`src/rtl/xillybus_write_stream_fifo_if.sv`:
```
// ----------------------------------------------------------------------------
// xillybus_write_stream_fifo_if
//
// Purpose:
//   Bundles the signals around xillybus_write_stream_fifo: the Xillybus write
//   channel coming from xillybus_core, the valid/ready stream going to the
//   accelerator, and the status outputs (level, overflow).
//
// Signals:
//   user_w_data_w  [31:0]  write data from core
//   user_w_wren_w          write strobe from core
//   user_w_open_w          host file open (level)
//   user_w_full_w          full flag back to core
//   m_data         [31:0]  stream data (valid while m_valid)
//   m_valid                stream data valid
//   m_ready                accelerator accepts m_data
//   level          [AW:0]  FIFO occupancy, 0..DEPTH
//   overflow               sticky write-while-full flag
//   m_last                 final-word marker (only with XWSF_LAST_EN defined)
//
// Modports:
//   slave   - the FIFO itself
//   master  - its surroundings (core + accelerator, or a testbench)
// ----------------------------------------------------------------------------
interface xillybus_write_stream_fifo_if #(
    parameter int unsigned AW = 4
) ();

    logic [31:0] user_w_data_w;
    logic        user_w_wren_w;
    logic        user_w_open_w;
    logic        user_w_full_w;
    logic [31:0] m_data;
    logic        m_valid;
    logic        m_ready;
    logic [AW:0] level;
    logic        overflow;
`ifdef XWSF_LAST_EN
    logic        m_last;
`endif

    modport slave (
        input  user_w_data_w,
        input  user_w_wren_w,
        input  user_w_open_w,
        output user_w_full_w,
        output m_data,
        output m_valid,
        input  m_ready,
        output level,
        output overflow
`ifdef XWSF_LAST_EN
        , output m_last
`endif
    );

    modport master (
        output user_w_data_w,
        output user_w_wren_w,
        output user_w_open_w,
        input  user_w_full_w,
        input  m_data,
        input  m_valid,
        output m_ready,
        input  level,
        input  overflow
`ifdef XWSF_LAST_EN
        , input m_last
`endif
    );

endinterface

```
`src/rtl/xillybus_write_stream_fifo.sv`:
```
// ----------------------------------------------------------------------------
// xillybus_write_stream_fifo
//
// Purpose:
//   Buffers one 32-bit host-to-FPGA Xillybus write channel and presents it to
//   an HLS accelerator as a first-word-fall-through valid/ready stream. Drives
//   the channel full flag back to xillybus_core, keeps a sticky overflow flag
//   for writes attempted while full.
//
// Parameters:
//   DEPTH  FIFO entries, power of two, >= 2
//   AW     pointer width, must equal log2(DEPTH)
//
// Ports:
//   bus_clk_w  single clock for the whole block
//   bus_rst_w  asynchronous, active-high reset (contents discarded)
//   bus        xillybus_write_stream_fifo_if.slave (see interface file)
//
// Configuration macro:
//   XWSF_LAST_EN  when defined, bus.m_last marks the final buffered word once
//                 the host has closed the file. Without it the stream has no
//                 end marker and user_w_open_w is ignored entirely.
// ----------------------------------------------------------------------------
module xillybus_write_stream_fifo #(
    parameter int unsigned DEPTH = 16,
    parameter int unsigned AW    = 4
) (
    input  logic                           bus_clk_w,
    input  logic                           bus_rst_w,
    xillybus_write_stream_fifo_if.slave    bus
);

    localparam logic [AW:0]   LevelFull = (AW + 1)'(DEPTH);
    localparam logic [AW:0]   LevelOne  = (AW + 1)'(1);
    localparam logic [AW-1:0] PtrOne    = AW'(1);

    logic [31:0] r_mem [DEPTH];
    logic [AW-1:0] r_wr_ptr;
    logic [AW-1:0] r_rd_ptr;
    logic [AW:0]   r_level;
    logic          r_overflow;

    logic          w_full;
    logic          w_valid;
    logic          w_wr_acc;
    logic          w_rd_acc;
    logic [AW:0]   w_level_nxt;

    // Full depends only on registered level, so there is no combinational
    // path from the core's write strobe back to its full input.
    assign w_full   = (r_level == LevelFull);
    assign w_valid  = (r_level != '0);
    assign w_wr_acc = bus.user_w_wren_w && !w_full;
    assign w_rd_acc = w_valid && bus.m_ready;

    // Simultaneous accepted write and pop leave the occupancy unchanged.
    always_comb begin
        w_level_nxt = r_level;
        case ({w_wr_acc, w_rd_acc})
            2'b10:   w_level_nxt = r_level + LevelOne;
            2'b01:   w_level_nxt = r_level - LevelOne;
            default: w_level_nxt = r_level;
        endcase
    end

    always_ff @(posedge bus_clk_w or posedge bus_rst_w) begin
        if (bus_rst_w) begin
            r_wr_ptr   <= '0;
            r_rd_ptr   <= '0;
            r_level    <= '0;
            r_overflow <= 1'b0;
        end else begin
            if (w_wr_acc) begin
                r_wr_ptr <= r_wr_ptr + PtrOne;
            end
            if (w_rd_acc) begin
                r_rd_ptr <= r_rd_ptr + PtrOne;
            end
            r_level <= w_level_nxt;
            // Rejected write: the word is dropped, only the sticky flag moves.
            if (bus.user_w_wren_w && w_full) begin
                r_overflow <= 1'b1;
            end
        end
    end

    // Storage is not reset; validity is tracked by r_level alone.
    always_ff @(posedge bus_clk_w) begin
        if (w_wr_acc) begin
            r_mem[r_wr_ptr] <= bus.user_w_data_w;
        end
    end

    assign bus.user_w_full_w = w_full;
    assign bus.m_valid       = w_valid;
    assign bus.m_data        = r_mem[r_rd_ptr];
    assign bus.level         = r_level;
    assign bus.overflow      = r_overflow;

`ifdef XWSF_LAST_EN
    // Last word only once the host has closed; a reopen withdraws the marker
    // combinationally because more data may still follow.
    assign bus.m_last = w_valid && (r_level == LevelOne) && !bus.user_w_open_w;
`else
    logic w_unused_open;
    assign w_unused_open = bus.user_w_open_w;
`endif

endmodule
```
`src/flat_wrapper.sv`:
```
// flat-port wrapper written by rule: the top's interface ports become plain ports
module xillybus_write_stream_fifo_flat 
#(
    parameter int unsigned DEPTH = 16,
    parameter int unsigned AW    = 4
)
  (bus_clk_w, bus_rst_w, bus_user_w_data_w, bus_user_w_wren_w, bus_user_w_open_w, bus_user_w_full_w, bus_m_data, bus_m_valid, bus_m_ready, bus_level, bus_overflow);
  xillybus_write_stream_fifo_if #(.AW(AW)) bus_i ();
  input  logic bus_clk_w;
  input  logic bus_rst_w;
  input wire logic [$bits(bus_i.user_w_data_w)-1:0] bus_user_w_data_w;
  input wire logic [$bits(bus_i.user_w_wren_w)-1:0] bus_user_w_wren_w;
  input wire logic [$bits(bus_i.user_w_open_w)-1:0] bus_user_w_open_w;
  output wire logic [$bits(bus_i.user_w_full_w)-1:0] bus_user_w_full_w;
  output wire logic [$bits(bus_i.m_data)-1:0] bus_m_data;
  output wire logic [$bits(bus_i.m_valid)-1:0] bus_m_valid;
  input wire logic [$bits(bus_i.m_ready)-1:0] bus_m_ready;
  output wire logic [$bits(bus_i.level)-1:0] bus_level;
  output wire logic [$bits(bus_i.overflow)-1:0] bus_overflow;
  assign bus_i.user_w_data_w = bus_user_w_data_w;
  assign bus_i.user_w_wren_w = bus_user_w_wren_w;
  assign bus_i.user_w_open_w = bus_user_w_open_w;
  assign bus_user_w_full_w = bus_i.user_w_full_w;
  assign bus_m_data = bus_i.m_data;
  assign bus_m_valid = bus_i.m_valid;
  assign bus_i.m_ready = bus_m_ready;
  assign bus_level = bus_i.level;
  assign bus_overflow = bus_i.overflow;
  xillybus_write_stream_fifo #(.DEPTH(DEPTH), .AW(AW)) u_core (.bus_clk_w(bus_clk_w), .bus_rst_w(bus_rst_w), .bus(bus_i));
endmodule
```
`config.mk`:
```
export PLATFORM = sky130hd
export DESIGN_NAME = xillybus_write_stream_fifo_flat
export DESIGN_NICKNAME = d
export VERILOG_FILES = /design/src/rtl/xillybus_write_stream_fifo_if.sv /design/src/rtl/xillybus_write_stream_fifo.sv /design/src/flat_wrapper.sv
export SDC_FILE = /design/constraint.sdc
export NUM_CORES = 1
export LEC_CHECK = 0
export BUFFER_PORTS_ARGS = -buffer_cell sky130_fd_sc_hd__buf_2
export CORE_MARGIN = 1.5
export CORE_UTILIZATION = 50
export CTS_CLUSTER_SIZE = 12
export DETAILED_ROUTE_END_ITERATION = 16
export PLACE_DENSITY_LB_ADDON = 0.05
export SYNTH_ARGS = -nofsm -noshare
export SYNTH_HDL_FRONTEND = slang
export SYNTH_SLANG_ARGS = --single-unit
export TNS_END_PERCENT = 20
```
`constraint.sdc`:
```
create_clock -name bus_clk_w -period 4.4 [get_ports bus_clk_w]
set_input_delay 0.66 -clock bus_clk_w [delete_from_list [all_inputs] [get_ports bus_clk_w]]
set_output_delay 0.66 -clock bus_clk_w [all_outputs]
set_load 0.01 [all_outputs]
```
Word-level counts from Yosys, hierarchy flattened
Memories as Yosys holds them, arrays and structs flattened.
Index checks and enable logic that the tools add are counted.
{"block": "word_totals", "memories": 1, "input_bits": 37, "output_inout_bits": 40, "word_cells": 21, "ramBits": 512, "reg_bits": 14}
{"block": "classes", "n_eq_ne": 3, "reduce_logical": 6, "n_addsub": 4, "mux": 3}
{"name": "u_core.r_mem", "depth": 16, "width": 32, "read_ports": 1, "rd_clocked_by_memory_dff": 0, "wr": 1, "line_no": "xillybus_write_stream_fifo.sv:37", "rtl": "logic [31:0] r_mem [DEPTH];"}
{"cell": "$pmux W5 S2", "count": 1}
{"cell": "$add A4 B1 Y4 const B", "count": 2}
{"cell": "$add A5 B1 Y5 const B", "count": 1}
{"cell": "$eq A5 B5 Y1 const B", "count": 1}
{"cell": "$reduce_bool A5 Y1", "count": 1}
{"cell": "$sub A5 B1 Y5 const B", "count": 1}
{"cell": "$logic_and A1 B1 Y1", "count": 3}
{"cell": "$eq A2 B1 Y1 const B", "count": 1}
{"cell": "$eq A2 B2 Y1 const B", "count": 1}
{"cell": "$mux W1", "count": 2}
{"cell": "$reduce_bool A2 Y1", "count": 1}
{"cell": "$logic_not A1 Y1", "count": 1}

Depth between registers and ports, before layout
{"block": "logic_depth", "depth_word": 5, "depth_mapped": 9, "mapped_depth_nobuf": 9}

Worst setup path before layout
OpenSTA, ideal clock, no wires.
{"block": "synth_timing", "kind": "input to register", "startpoint": "input bus_user_w_wren_w", "endpoint": "memory u_core.r_mem[3][0], enable pin", "path_buffers": 0, "required_ps": 3939, "path_stages": 3, "setup_slack_ps": 582, "t_arrival_ps": 3358, "setup_time_ps": 461, "path_cell_list": "a21boi_2 nand2_1 nor3_1"}
{"block": "synth_between", "elab_chain_len": 3}
{"item": "from (decl)", "line_no": "flat_wrapper.sv:12", "rtl": "input wire logic [$bits(bus_i.user_w_wren_w)-1:0] bus_user_w_wren_w;"}
{"item": "$logic_and A1 B1 Y1", "line_no": "xillybus_write_stream_fifo.sv:53", "rtl": "assign w_wr_acc = bus.user_w_wren_w && !w_full;"}
{"item": "$mux W1", "line_no": "xillybus_write_stream_fifo.sv:89", "rtl": "if (w_wr_acc) begin"}
{"item": "$mux W1 (implied by the code)", "line_no": "xillybus_write_stream_fifo.sv:90", "rtl": "r_mem[r_wr_ptr] <= bus.user_w_data_w;"}
{"item": "to (decl)", "line_no": "xillybus_write_stream_fifo.sv:37"}
Every way passes these cells.

Worst setup path in the final report
{"block": "layout_timing", "startpoint": "register u_core.r_rd_ptr[0]", "endpoint": "output bus_m_data[1]"}
{"block": "layout_between", "elab_chain_len": 1}
{"item": "from (decl)", "line_no": "xillybus_write_stream_fifo.sv:39", "rtl": "logic [AW-1:0] r_rd_ptr;"}
{"item": "from (signal assigned)", "line_no": "xillybus_write_stream_fifo.sv:77", "rtl": "r_rd_ptr <= r_rd_ptr + PtrOne;"}
{"item": "$mem_v2 Z16 W32"}
{"item": "to (decl)", "line_no": "flat_wrapper.sv:15", "rtl": "output wire logic [$bits(bus_i.m_data)-1:0] bus_m_data;"}
Every way passes these cells.

==> results.tsv <==
metric	value	unit
grt_pass1_wl	64890	µm
antenna_cells	0	
path_clk_slew	0.06	ns
cp_cell_sequence	buf_12 > mux4_2 > a22oi_1 > nand2_1 > buf_2	
utilization	0.5763	
netlist_top_cells_count	512 x edfxtp_1, 129 x mux2i_1, 64 x a221oi_1	
leakage	7.774	nW
crit_start	u_core.r_rd_ptr[0]$_DFFE_PP0P_	
worst_setup_path_end_kind	primary output	
rsz0062_at_grt	no	
die_h	205.2	µm
synth_area_leaders	edfxtp_1 75%, mux4_2 6.6%, mux2i_1 6.3%	
nets	1165	
syn_area_per_cell	20.26	µm²
maxSlewHeadroom	0.4357	
synth-edff-count	512	
placed_area	21580	µm²
vias	9842	
dr.pass1.iters	5	
hold_viol	0	
seq_area_frac_synth	0.7691	
fin_area	23050	µm²
synth_cell_type_count	33	
worstSetupPathType	flip-flop to primary output	
clockRootBuffer	clkbuf_16	
setup_viol	0	
synth-seq-cells	526	
fin_hold_ws	0.1204	ns
crit_arrival	2.94	ns
drc	0	
regArea	15740	µm²
p_per_area	646.2	nW/µm²
multi_input_area	4424	µm²
cts_buffers	53	
antenna_found_initial	1	
grt_pass1_vias	10030	
grt_start_max_net_pins	65	
coreArea	40010	µm²
timing.final.max_slew_violations	0	
fillers	3027	
required	3.74	ns
post-dp-hpwl	22930	µm
cap_violations	0	
pre_cts_ws	1.367	ns
start_kind	flip-flop	
min_path_type	input pin to async pin	
gp_congestion	0.7097	
crit_path_max_fanout	39	
cts_tree	yes	
pin_count	77	
wl	43880	µm
clkSinkCount	526	
cp_slowest_cell	dfrtp_4	
synth_area	20450	µm²
syn2layout_area_growth	12.76	%
port_buffers	75	
h-tree-depth	2	
drt_iter0_markers	672	
slowest_delay	0.91	ns
vdd_drop_max	0.4610	mV
cts_resized	0	
synth_area_leader_cell	edfxtp_1	
clk_latency	0.58	ns
dieArea	42110	µm²
ys.flop_type	edfxtp_1	
period_share	0.8174	
clk_path_buf_depth	3	
clock_skew	0.01344	ns
synthCells	1009	
die_w	205.2	µm
cts_hold_repair.buffers	0	
routed_via_density	5.879	
synthArstFlopShare	0.02662	
start_util	0.5111	
yosys_warnings	0	
postLayoutSetupSlackWorst	0.8035	ns
post_drt_wl_per_cell	26.21	µm
r2r_start	u_core.bus.level[0]$_DFFE_PP0P_	
postCtsSetupRepairBufs	0	
fmax	278.0	MHz
timing.final.crit_period	3.597	ns
synth_most_common_cell	edfxtp_1	
syn-num-nets	1056	
track_usage	0.2166	
ant_nets	0	
yosys.area.top_type_share	0.7520	
timing.setup.tns	0	ns
tightest_slew	0.8444	ns
status	complete, no violations	
fp-row-count	73	
drive_gt1_frac	0.2237	
overflow	0	
## final timing paths
path                                              endpoint  cells after the start  slack [ns]
hold / removal             u_core.bus.level[1]$_DFFE_PP0P_                      2        0.12
min in group bus_clk_w     u_core.bus.overflow$_DFFE_PP0P_                      2        0.30
setup reg to reg           u_core.bus.level[4]$_DFFE_PP0P_                      8        1.56
setup / recovery                             bus_m_data[1]                      5        0.80
max in group asynchronous   u_core.r_rd_ptr[1]$_DFFE_PP0P_                      2        3.85
hold reg to reg            u_core.bus.overflow$_DFFE_PP0P_                      1        0.46
## logic make-up after synthesis
logic type,share of synthesized area
mux,0.1355
flops,0.7691
xor+xnor,0.004284
compound gates,0.05024
buf+inv,0.02032
simple gates,0.01407
fa+ha+maj,0.006487
## stage by stage
step,power [mW],instances
floorplan,9.592,1009
global placement,11.07,1588
detailed placement,11.12,1588
CTS,15.09,1674
global route,15.65,1674
finish,14.90,1674
## worst max-delay path, delay by kind of cell (launching register included)
family | cells | cell delay, ns
buffers and inverters | 2 | 0.54
AOI/OAI and AO/OA | 1 | 0.17
DFF | 1 | 0.91
and+or+nand+nor | 1 | 0.15
muxes | 1 | 0.55
## flip-flops by register name, indices dropped and copies added (netlist names)
name	cells
u_core.bus.level	5
u_core.bus.overflow	1
u_core.r_rd_ptr	4
u_core.r_mem	512
u_core.r_wr_ptr	4
## metal layers
layer  GRT usage  routed length, µm  vias to the layer above
met4     0.06960               1026                        2
met2      0.3535              21400                      221
met1      0.3054              19760                     5125
li1            -                  -                     4420
met5           0                 13                        -
met3     0.02803               1672                       74
## cell usage in the layout (no fill, tap or decap), types with 3 or more instances in the layout
cell type and count:
a21o_1 3, a221oi_1 64, a22oi_1 32, buf_12 8, buf_2 75, buf_4 27, clkbuf_1 19, clkbuf_16 53
clkinv_1 6, clkinv_2 6, dfrtp_1 10, edfxtp_1 512, ha_1 9, inv_1 6, mux2i_1 129, mux4_1 4
mux4_2 60, nand2_1 42, nor2_4 12, nor3_2 4, o21ai_0 35, xnor2_1 8
## cell type report
cell class	count	area share
inverter	6	0.0009769
clock buffer	74	0.06181
tap	525	0.02849
sequential	526	0.6825
timing repair buffer	110	0.03202
multi-input combinational	421	0.1919
clock inverter	12	0.002279
## where the power goes
group / switching, mW / internal (mW)
Clock: 1.75 / 2.23
Combinational: 2.73 / 1.88
Sequential: 0.257 / 6.06
(Power assumes the default switching activity.)
